File: config.mk
export PLATFORM = sky130hd
export DESIGN_NAME = wb_regfile
export DESIGN_NICKNAME = d
export VERILOG_FILES = /design/src/rtl/wb_regfile_pkg.sv /design/src/rtl/wb_regfile_hilo_reg.sv /design/src/rtl/wb_regfile.sv
export SDC_FILE = /design/constraint.sdc
export NUM_CORES = 2
export LEC_CHECK = 0
export BUFFER_PORTS_ARGS = -buffer_cell sky130_fd_sc_hd__buf_2
export CAP_MARGIN = 20
export CORE_ASPECT_RATIO = 1.5
export CORE_MARGIN = 2
export CORE_UTILIZATION = 45
export DETAILED_ROUTE_END_ITERATION = 10
export SYNTH_ARGS = -nofsm -noshare
export SYNTH_HDL_FRONTEND = slang
export SYNTH_SLANG_ARGS = --single-unit
File: constraint.sdc
create_clock -name clk -period 91.5 [get_ports clk]
set_input_delay 18.3 -clock clk [delete_from_list [all_inputs] [get_ports clk]]
set_output_delay 18.3 -clock clk [all_outputs]
set_load 0.02 [all_outputs]
File: src/rtl/wb_regfile_pkg.sv
// Shared pipeline widths and control encodings for the write-back register file.
// Both the top and the HI/LO sub-module import these so that widths and enables agree.
package wb_regfile_pkg;

    localparam int REG_BUS       = 32;
    localparam int REG_ADDR_BUS  = 5;

    localparam logic [REG_BUS-1:0]      ZERO_WORD     = '0;
    localparam logic [REG_ADDR_BUS-1:0] NOP_REG_ADDR  = '0;

    localparam logic WRITE_ENABLE  = 1'b1;
    localparam logic WRITE_DISABLE = 1'b0;
    localparam logic READ_ENABLE   = 1'b1;
    localparam logic READ_DISABLE  = 1'b0;

endpackage

File: src/rtl/wb_regfile_hilo_reg.sv
// HI/LO pair: both halves load together on one enable and clear asynchronously on rst.
// Registered output, visible one cycle after the write; no bypass, never stalls.
module hilo_reg
    import wb_regfile_pkg::*;
#(
    parameter int DW = REG_BUS
) (
    input  logic          clk,
    input  logic          rst,
    input  logic          i_we,
    input  logic [DW-1:0] i_hi,
    input  logic [DW-1:0] i_lo,
    output logic [DW-1:0] o_hi,
    output logic [DW-1:0] o_lo
);

    logic [DW-1:0] r_hi;
    logic [DW-1:0] r_lo;

    always_ff @(posedge clk or posedge rst) begin
        if (rst) begin
            r_hi <= '0;
            r_lo <= '0;
        end else if (i_we == WRITE_ENABLE) begin
            r_hi <= i_hi;
            r_lo <= i_lo;
        end
    end

    assign o_hi = r_hi;
    assign o_lo = r_lo;

endmodule

File: src/rtl/wb_regfile.sv
// Write-back sink: 32 GPRs (r0 hardwired to zero) and HI/LO, two combinational read ports.
// Reads are zero-latency with same-cycle write-through bypass; writes commit every edge, no backpressure.
module wb_regfile
    import wb_regfile_pkg::*;
#(
    parameter int DW   = REG_BUS,
    parameter int AW   = REG_ADDR_BUS,
    parameter int NREG = 2**AW
) (
    input  logic          clk,
    input  logic          rst,
    input  logic [AW-1:0] wb_wd,
    input  logic          wb_wreg,
    input  logic [DW-1:0] wb_wdata,
    input  logic [DW-1:0] wb_hi,
    input  logic [DW-1:0] wb_lo,
    input  logic          wb_hilo,
    input  logic          re1,
    input  logic [AW-1:0] raddr1,
    output logic [DW-1:0] rdata1,
    input  logic          re2,
    input  logic [AW-1:0] raddr2,
    output logic [DW-1:0] rdata2,
    output logic [DW-1:0] hi_o,
    output logic [DW-1:0] lo_o
);

    logic [DW-1:0] r_regs [NREG];
    logic          w_gpr_we;

    // r0 is never written, so its storage stays at the reset value of zero.
    assign w_gpr_we = (wb_wreg == WRITE_ENABLE) && (wb_wd != NOP_REG_ADDR);

    always_ff @(posedge clk or posedge rst) begin
        if (rst) begin
            for (int i = 0; i < NREG; i++) begin
                r_regs[i] <= ZERO_WORD;
            end
        end else if (w_gpr_we) begin
            r_regs[wb_wd] <= wb_wdata;
        end
    end

    // Priority: reset, r0, disabled port, in-flight write, then the array.
    function automatic logic [DW-1:0] rd_mux(
        input logic          f_rst,
        input logic          f_re,
        input logic [AW-1:0] f_raddr,
        input logic          f_wreg,
        input logic [AW-1:0] f_wd,
        input logic [DW-1:0] f_wdata,
        input logic [DW-1:0] f_array
    );
        logic [DW-1:0] v;
        v = f_array;
        if (f_rst) begin
            v = ZERO_WORD;
        end else if (f_raddr == NOP_REG_ADDR) begin
            v = ZERO_WORD;
        end else if (f_re == READ_DISABLE) begin
            v = ZERO_WORD;
        end else if ((f_wreg == WRITE_ENABLE) && (f_wd == f_raddr)) begin
            v = f_wdata;
        end
        return v;
    endfunction

    assign rdata1 = rd_mux(rst, re1, raddr1, wb_wreg, wb_wd, wb_wdata, r_regs[raddr1]);
    assign rdata2 = rd_mux(rst, re2, raddr2, wb_wreg, wb_wd, wb_wdata, r_regs[raddr2]);

    hilo_reg #(
        .DW (DW)
    ) u_hilo_reg (
        .clk  (clk),
        .rst  (rst),
        .i_we (wb_hilo),
        .i_hi (wb_hi),
        .i_lo (wb_lo),
        .o_hi (hi_o),
        .o_lo (lo_o)
    );

endmodule

==> out/results.txt <==
H-Tree Level Count - 3
Async SR Flop Fraction - 100.0%
Post-CTS Setup Bufs - 0
Avg Cell Area, Syn - 14.46 sq um
Clock Latency Late Sink - 720 ps
WP data arrival - 22740 ps
Initial Util - 45.28%
Syn-to-layout area delta - 10.97%
Post-placement setup slack - 50440 ps
Post-DP HPWL - 108900 um
Die area - 0.1302 sq mm
PortBufs - 244
Most common cell after layout, fill and taps aside - mux2_2
Total number of vias - 37930
Internal Power - 1006 uW
Max-slew headroom - 27.50%
R2r setup slk - 90690 ps
Min-delay worst type - flop to flop
CTS Buf Count - 110
Final count of hold timing violations - 0
Non-Filler Instances - 5754
Dpl cells - 5542
WP data required - 73200 ps
Worst Hold Endpoint - r_regs[1005]
Final period utilization - 44.85%
Layout filler cell count - 11040
Max-cap violations - 0
Leak Pwr - 0.02773 uW
Post-layout min period - 41040 ps
First-pass GRT wire length - 276200 um
Resize count post-CTS - 0
Type of the worst setup path - input pin to output pin
Layout cells sized above 1 - 50.33%
Setup-failing EPs final - 0
DR iter-0 viols - 3385
Top delay family on crit path - buffers and inverters
Net switching power - 381.3 uW
Post-synth top flop - dfrtp_1
Yosys warnings - 0
Yosys reg bits - 1088
CP max-delay cell - buf_4
Power Density - 21.83 mW/mm^2
R2r startpoint - r_regs[934]
Detail Route Antenna Nets - 0
Io pins - 245
Setup_tns - 0 ps
Die width - 295.3 um
Core area - 0.1265 sq mm
Slew @ Worst Pin - 1085 ps
Critical-path cell list - buf_8 > buf_4 > buf_4 > buf_4 > mux4_2 > a22oi_1 > a21oi_1 > a211o_1 > buf_2
Hold Path Depth - 0
# DRC - 0
Bufs and invs on worst path - 5
F_max - 0.02437 GHz
Placed cell areas - 0.05968 sq mm
Reg clk slew, reported paths - 60 ps
Share of the yosys chip area belonging to registers - 47.52%
Vias in the first global route - 39160
CP Max Fanout - 66
Clk sinks - 1088
# rows - 160
Switching power share of the total - 27.48%
Layout Skew - 0 ps
# hold bufs at CTS - 0
Clock root cell - clkbuf_16
Synth Instances - 3962
EDFF count, synth - 0
R2R depth - 1
Initial antenna violation count - 12
Comb power frac - 19.3%
TritonRoute pass-1 iters - 5
Clock buffer depth - 3
Largest net degree at the start of global routing - 176
HP Start - r_regs[1005]
Most frequent cells in the layout - mux2_2 (1095), dfrtp_1 (1088), mux4_2 (380)
Setup ws final - 50460 ps
Synthesized area - 0.05729 sq mm
GRT Total Usage - 29.22%
Gpl congestion - 0.8057
Netlist cell types - 57
Startpoint Class - input pin
Run status - completed
Max incr delay on CP - 810 ps
Number of vias per cell - 6.591
GRT overflow - 0
CTS tree - built
Total Wirelength - 189000 um
Fin area - 0.06357 sq mm
Wirelength per Cell - 32.84 um
Fin nets - 4073
Die height - 441.0 um
Maximum resistive drop on vdd - 0.01589 mV
Syn_nets - 4079
Critical path capture point type - output pin
Share of power burned in registers - 45.8%
Top cell by count, worst path - buf_4
FF-to-FF End - r_regs[934]
Clk pwr share - 34.9%
WHS - 395.0 ps
RSZ-0062 raised after global routing - false
Final slew viol count - 0
-- registers in the layout (all words and copies together), names as in the netlist --
signal	flops
u_hilo_reg.o_lo	32
u_hilo_reg.o_hi	32
r_regs	1024
-- cell families after synthesis --
group                  share of synthesized area, %
AO/OA/AOI/OAI                                 6.925
multiplexers                                  40.08
flip-flops                                    47.52
AND/OR/NAND/NOR                               1.789
XOR/XNOR                                     0.1529
buffers and inverters                         3.532
-- layout make-up --
type	instances	area, sq um	area share, %
Timing Repair Buffer	331	2032	3.196
Tap cell	1701	2128	3.348
Sequential cell	1088	27230	42.83
Clock buffer	164	3197	5.029
Antenna cell	4	10.01	0.01575
Clock inverter	41	621.8	0.9782
Inverter	6	35.03	0.05511
Multi-Input combinational cell	2419	28320	44.55
-- cells in the mapped netlist (21+ instances only) --
master / count / area (sq um)
o22ai_1: 59 / 369.1
o2111a_1: 29 / 326.6
nand2b_1: 34 / 212.7
a22oi_1: 87 / 653.1
buf_1: 60 / 225.2
nor2_1: 30 / 112.6
mux4_2: 380 / 8558
dfrtp_1: 1088 / 27230
mux2_2: 1095 / 12330
clkbuf_1: 222 / 833.3
mux2i_1: 207 / 2072
a21oi_1: 64 / 320.3
a211o_1: 58 / 508.0
nand2_1: 21 / 78.83
nand3_1: 34 / 170.2
nor2b_1: 35 / 219.0
o2111ai_1: 27 / 236.5
buf_2: 141 / 705.7
o21ai_0: 91 / 455.4
a221oi_1: 91 / 797.0
-- per-stage QoR --
stage	utilization, %	power [uW]
detailed placement	47.17	910.3
global route	50.24	1445
CTS	50.19	1395
finish	50.25	1388
global placement	47.16	900.9
floorplan	-	835.0
-- per-layer routing --
layer  global-route usage (%)  up-vias  wire, um
met4                    14.39        8      9604
met1                    36.68    20630     73290
met5                        0        -        42
met3                    4.172      431     11260
li1                         -    15370         -
met2                    49.52     1494     94780
-- power groups by stage --
stage                     Clock [uW]  Combinational, uW  Sequential (uW)
after floorplan                    0                210              625
after global placement             0                263              638
after detailed placement           0                268              642
after CTS                        493                269              634
after global routing             512                287              646
final                            484                268              636
-- worst max path at each step --
stage	slack [ps]	cells past startpoint	to	start
floorplan	42570	1	r_regs[0]	rst
global placement	50440	9	rdata2[14]	raddr2[0]
detailed placement	50440	9	rdata2[14]	raddr2[0]
CTS	50440	9	rdata2[14]	raddr2[0]
global route	50230	9	rdata2[14]	raddr2[0]
finish	50460	9	rdata2[14]	raddr2[0]
Note: power is estimated with default switching activity, not from simulation.
